==> src/rtl/arb_pkg.sv <==
// Shared types and constants for the IF/MEM external-memory arbiter.
package arb_pkg;

   typedef enum logic [2:0] {
      IDLE     = 3'd0,
      FETCH    = 3'd1,
      DATA     = 3'd2,
      IF_DONE  = 3'd3,
      MEM_DONE = 3'd4
   } arb_state_t;

   typedef enum logic {
      GRANT_IF  = 1'b0,
      GRANT_MEM = 1'b1
   } grant_t;

   // ARM "mov r0, r0": a harmless instruction to hand IF when a fetch is aborted.
   localparam logic [31:0] NOP_INST_DEFAULT = 32'hE1A00000;

   function automatic logic is_busy(input arb_state_t s);
      return (s == FETCH) || (s == DATA);
   endfunction

endpackage

==> src/rtl/bus_watchdog.sv <==
// Counts busy cycles without an external ack and flags the cycle on which the
// transaction must be abandoned.
module bus_watchdog
#(
   parameter int unsigned TIMEOUT = 255
) (
   input  logic clk,
   input  logic rst,
   input  logic clear,
   input  logic busy,
   input  logic ack,
   output logic expire
);

   localparam int unsigned CW = $clog2(TIMEOUT) + 1;
   localparam logic [CW-1:0] LAST = CW'(TIMEOUT - 1);

   logic [CW-1:0] count_q;

   // An ack in the final allowed cycle still counts as a good completion.
   assign expire = busy && !ack && (count_q == LAST);

   always_ff @(posedge clk or negedge rst) begin
      if (!rst) begin
         count_q <= '0;
      end else if (clear) begin
         count_q <= '0;
      end else if (busy && !ack && (count_q != '1)) begin
         count_q <= count_q + CW'(1);
      end
   end

endmodule

==> src/rtl/if_mem_arbiter.sv <==
// Shares one single-port external memory between instruction fetch and data
// access, alternating on conflict and aborting transactions that never ack.
module if_mem_arbiter
   import arb_pkg::*;
#(
   parameter int unsigned       ADDR_W   = 32,
   parameter int unsigned       DATA_W   = 32,
   parameter int unsigned       TIMEOUT  = 255,
   parameter logic [DATA_W-1:0] NOP_INST = NOP_INST_DEFAULT
) (
   input  logic              clk,
   input  logic              rst,
   input  logic              if_req,
   input  logic [ADDR_W-1:0] if_addr,
   output logic [DATA_W-1:0] if_inst,
   output logic              if_freeze,
   input  logic              mem_rd_en,
   input  logic              mem_wr_en,
   input  logic [ADDR_W-1:0] mem_addr,
   input  logic [DATA_W-1:0] mem_wdata,
   output logic [DATA_W-1:0] mem_rdata,
   output logic              mem_ready,
   output logic              ext_req,
   output logic              ext_we,
   output logic [ADDR_W-1:0] ext_addr,
   output logic [DATA_W-1:0] ext_wdata,
   input  logic [DATA_W-1:0] ext_rdata,
   input  logic              ext_ack,
   output logic              bus_err
);

   arb_state_t state;
   grant_t     last_grant;

   logic data_pend;
   logic grant_mem;
   logic busy;
   logic expire;

   assign data_pend = mem_rd_en | mem_wr_en;
   // Data wins when alone, or on conflict when IF had the previous grant.
   assign grant_mem = data_pend && (!if_req || (last_grant == GRANT_IF));
   assign busy      = is_busy(state);

   bus_watchdog #(
      .TIMEOUT (TIMEOUT)
   ) u_watchdog (
      .clk    (clk),
      .rst    (rst),
      .clear  (!busy),
      .busy   (busy),
      .ack    (ext_ack),
      .expire (expire)
   );

   always_ff @(posedge clk or negedge rst) begin
      if (!rst) begin
         state      <= IDLE;
         last_grant <= GRANT_IF;
         ext_req    <= 1'b0;
         ext_we     <= 1'b0;
         ext_addr   <= '0;
         ext_wdata  <= '0;
         if_inst    <= '0;
         mem_rdata  <= '0;
         if_freeze  <= 1'b1;
         mem_ready  <= 1'b0;
         bus_err    <= 1'b0;
      end else begin
         case (state)
            IDLE: begin
               if (grant_mem) begin
                  state      <= DATA;
                  last_grant <= GRANT_MEM;
                  ext_req    <= 1'b1;
                  ext_we     <= mem_wr_en;
                  ext_addr   <= mem_addr;
                  ext_wdata  <= mem_wdata;
               end else if (if_req) begin
                  state      <= FETCH;
                  last_grant <= GRANT_IF;
                  ext_req    <= 1'b1;
                  ext_we     <= 1'b0;
                  ext_addr   <= if_addr;
                  ext_wdata  <= '0;
               end
            end
            FETCH: begin
               if (ext_ack || expire) begin
                  state     <= IF_DONE;
                  ext_req   <= 1'b0;
                  if_freeze <= 1'b0;
                  if (ext_ack) begin
                     if_inst <= ext_rdata;
                  end else begin
                     if_inst <= NOP_INST;
                     bus_err <= 1'b1;
                  end
               end
            end
            DATA: begin
               if (ext_ack || expire) begin
                  state     <= MEM_DONE;
                  ext_req   <= 1'b0;
                  mem_ready <= 1'b1;
                  if (!ext_ack) begin
                     mem_rdata <= '0;
                     bus_err   <= 1'b1;
                  end else if (!ext_we) begin
                     mem_rdata <= ext_rdata;
                  end
               end
            end
            IF_DONE: begin
               state     <= IDLE;
               if_freeze <= 1'b1;
            end
            MEM_DONE: begin
               state     <= IDLE;
               mem_ready <= 1'b0;
            end
            default: begin
               state <= IDLE;
            end
         endcase
      end
   end

endmodule

==> config.mk <==
export PLATFORM = sky130hd
export DESIGN_NAME = if_mem_arbiter
export DESIGN_NICKNAME = d
export VERILOG_FILES = /design/src/rtl/arb_pkg.sv /design/src/rtl/bus_watchdog.sv /design/src/rtl/if_mem_arbiter.sv
export SDC_FILE = /design/constraint.sdc
export NUM_CORES = 1
export LEC_CHECK = 0
export ABC_AREA = 1
export CAP_MARGIN = 20
export CORE_MARGIN = 4
export CORE_UTILIZATION = 45
export DETAILED_ROUTE_END_ITERATION = 10
export PLACE_DENSITY = 0.89
export SLEW_MARGIN = 25
export SYNTH_ARGS = -nofsm -noshare
export SYNTH_HDL_FRONTEND = slang
export SYNTH_HIERARCHICAL = 1
export SYNTH_SLANG_ARGS = --single-unit
==> constraint.sdc <==
create_clock -name clk -period 6.7 [get_ports clk]
set_clock_uncertainty 0.15 [all_clocks]
set_input_delay 1.34 -clock clk [delete_from_list [all_inputs] [get_ports clk]]
set_output_delay 1.34 -clock clk [all_outputs]
set_load 0.1 [all_outputs]
==> impl_metrics.ini <==
[synthesis]
yosys.area.top_type_share_pct = 57.6
synth_sequential_area_ratio_pct = 58.0
syn_nets = 859
synth_area_leaders = dfrtp_1 (58%), nand2_1 (18%), o211ai_1 (3.8%)
synth_simple_gate_area_share_pct = 24.6
ys_types = 26
syn-mean-instance-area_um2 = 8.72
synth_largest_area_cell = dfrtp_1
synth_fa_ha_area_share_pct = 0.596
synth_compound_gate_area_share_pct = 10.2
combinational_family_with_the_most_area_after_synthesis = simple AND/OR/NAND/NOR gates
synthCells = 722
yosys_warnings = 6
synth_xor_xnor_area_share_pct = 0
muxShareOfSynthArea_pct = 0
ys_seq_elements = 146
post_synthesis_cell_area_mm2 = 0.00630

[cells_and_area]
multiInputGateArea_mm2 = 0.00224
ff_latch_area_mm2 = 0.00365
post_route_insts_no_fill = 1162
design.final.nets = 1110
antennaDiodeCount = 0
drive_gt1_share_pct = 6.49
fillCellCount = 1012
area.growth.synth_to_final_pct = 52.6

[timing]
worst_slew_margin_rel_pct = 30.2
report.final.hold_viol_count = 0
period_share_pct = 56.5
timing.fmax_ghz = 0.264
worst_slack_ns = 2.92
setup_total_negative_slack_ns = 0
hold-worst-slack_ns = 0.318
setup_viol_count_final = 0
final.min_clock_period_ns = 3.78
maxSlewViolCount = 0
worstMarginPinSlew_ns = 1.04
rsz_0062_raised_after_global_routing = false

[grt]
number_of_global_route_vias_before_repair = 5652
number_of_antenna_violations_at_the_first_check_in_global_routing = 0
grt_start_max_net_pins = 87
grt_overflow = 0
grt_pass1_wl_um = 28900
global_route.usage.total_pct = 22.7

[floorplan]
dieArea_mm2 = 0.0159
placement_row_count = 42
fp.dieH_um = 126
initial_utilization_pct = 46.8
dieWidth_um = 126
io-pin-count = 267
core_area_mm2 = 0.0135

[drt]
drt-initial-drc-count = 473
drtAntennaViolNets = 0
post_dr_vias_cell = 5.06
totalWireLength_um = 18500
routed-via-count = 5884
detail_route.first_pass.iterations = 5
routedWlPerCell_um = 15.9
drc_errors = 0

[cts]
tritoncts.num_buffers = 17
tritoncts_clock_tree = done
cts_repair_resize_count = 0
cts_max_path_buffers = 2
htree_levels = 4
clk_pin_slew_ns = 0.06
worst_skew_pair.late_latency_ns = 0.42
root_buffer = clkbuf_16
postCtsHoldBufs = 0
clkSinkCount = 146
postCtsSetupRepairBufs = 0

[setup_path]
cp_class = in2reg
critical_path.max_fanout = 59
required_ns = 6.85
critPathLaunchType = input port
crit_path_end_kind = flop
arrival_ns = 3.93
r2r_cells = 9

[min_path]
min_path_cells = 2
min-delay-path-class = reg2reg

[placement]
preCtsSetupSlack_ns = 2.28
post-dp-hpwl_um = 12700
global_placer_s_final_weighted_congestion = 0.760
numPlacedInstances = 1130
portBuffers = 266

[status]
outcome = completed

[job]
cap_viol_max_count = 0
-- kinds of logic (layout without fill, tap and decap cells) --
logic type	Yosys count	count (layout)
AND/OR/NAND/NOR	373	373
flip-flops	146	146
AO/OA/AOI/OAI	109	109
buffers and inverters	91	355
adder cells (fa/ha/maj)	3	3
-- synthesized netlist by cell type --
cell type	n
clkbuf_1	13
o21ai_0	39
dfrtp_1	145
nand4_1	3
nand3_2	3
nor2_8	1
nand3b_1	1
o31ai_1	2
nand2_2	1
o21ai_2	3
nor2_2	4
inv_1	44
buf_6	6
buf_2	20
nand3_1	46
nor4_2	1
inv_2	8
o211ai_1	32
ha_1	3
nor2_1	13
a21oi_1	5
o21bai_1	1
nor2_4	3
o21ai_1	27
nand2_1	297
dfstp_2	1
-- cell type report --
cell class                 instances  share of cell area (%)
clock buffer                      20                    4.75
clock inverter                    12                    1.35
inverter                          52                    2.06
multi-input combinational        485                    23.4
sequential                       146                    38.0
tap                              176                    2.29
timing repair buffer             271                    28.1
-- worst max-delay path: stages --
cell and delay, ns:
clkdlybuf4s50_1 0.41, buf_4 0.28, inv_2 0.11, nand2_1 0.11
nor4_2 0.57, nor2_8 0.08, nor2_4 0.21, inv_2 0.38
o21ai_0 0.40
-- per-stage QoR --
step / utilization, % / area (um^2)
detailed placement: 67.0 / 9010
global route: 71.4 / 9610
floorplan: - / 6300
global placement: 66.9 / 9010
finish: 71.4 / 9610
CTS: 71.3 / 9600
-- per-layer routing --
layer / global-route usage, % / routed length, um / vias up
met2: 38.8 / 9200 / 292
met4: 8.33 / 441 / 0
li1: - / - / 2829
met5: 0 / 0 / -
met1: 27.2 / 7180 / 2729
met3: 6.77 / 1650 / 34
-- registers in the layout, indices dropped and copies added, names as in the netlist --
| signal | flops |
|---|---|
| ext_addr | 32 |
| ext_wdata | 32 |
| if_inst | 32 |
| mem_rdata | 32 |
| u_watchdog/count_q | 9 |
| state | 3 |
| bus_err | 1 |
| ext_req | 1 |
| ext_we | 1 |
| if_freeze | 1 |
| last_grant | 1 |
| mem_ready | 1 |
-- final timing paths --
| path | from | end | slack [ns] |
|---|---|---|---|
| max | ext_ack | if_inst[0] | 2.92 |
| min | ext_wdata[7] | ext_wdata[7] | 0.32 |
| max reg2reg | state[2] | if_inst[0] | 3.73 |
| min reg2reg | ext_wdata[7] | ext_wdata[7] | 0.32 |
| max in group asynchronous | rst | ext_wdata[29] | 4.30 |
| min in group asynchronous | rst | if_inst[1] | 0.83 |
-- layout by cell type (no fill, tap or decap), types with 3 or more instances in the layout --
cell,count
nand2_1,296
nand4_1,3
nor2_1,12
inv_2,7
nand3_1,46
a21oi_1,5
clkinv_2,4
ha_1,3
nor2_2,5
o21ai_0,39
o21ai_2,3
clkdlybuf4s50_1,265
buf_4,5
o21ai_1,27
o211ai_1,32
nand3_2,3
dfrtp_1,145
nor2_4,3
clkbuf_16,17
inv_1,44
Power is left out: the tool's default activity adds up to more than one toggle a clock period on the data nets, which glitch-free logic cannot reach.
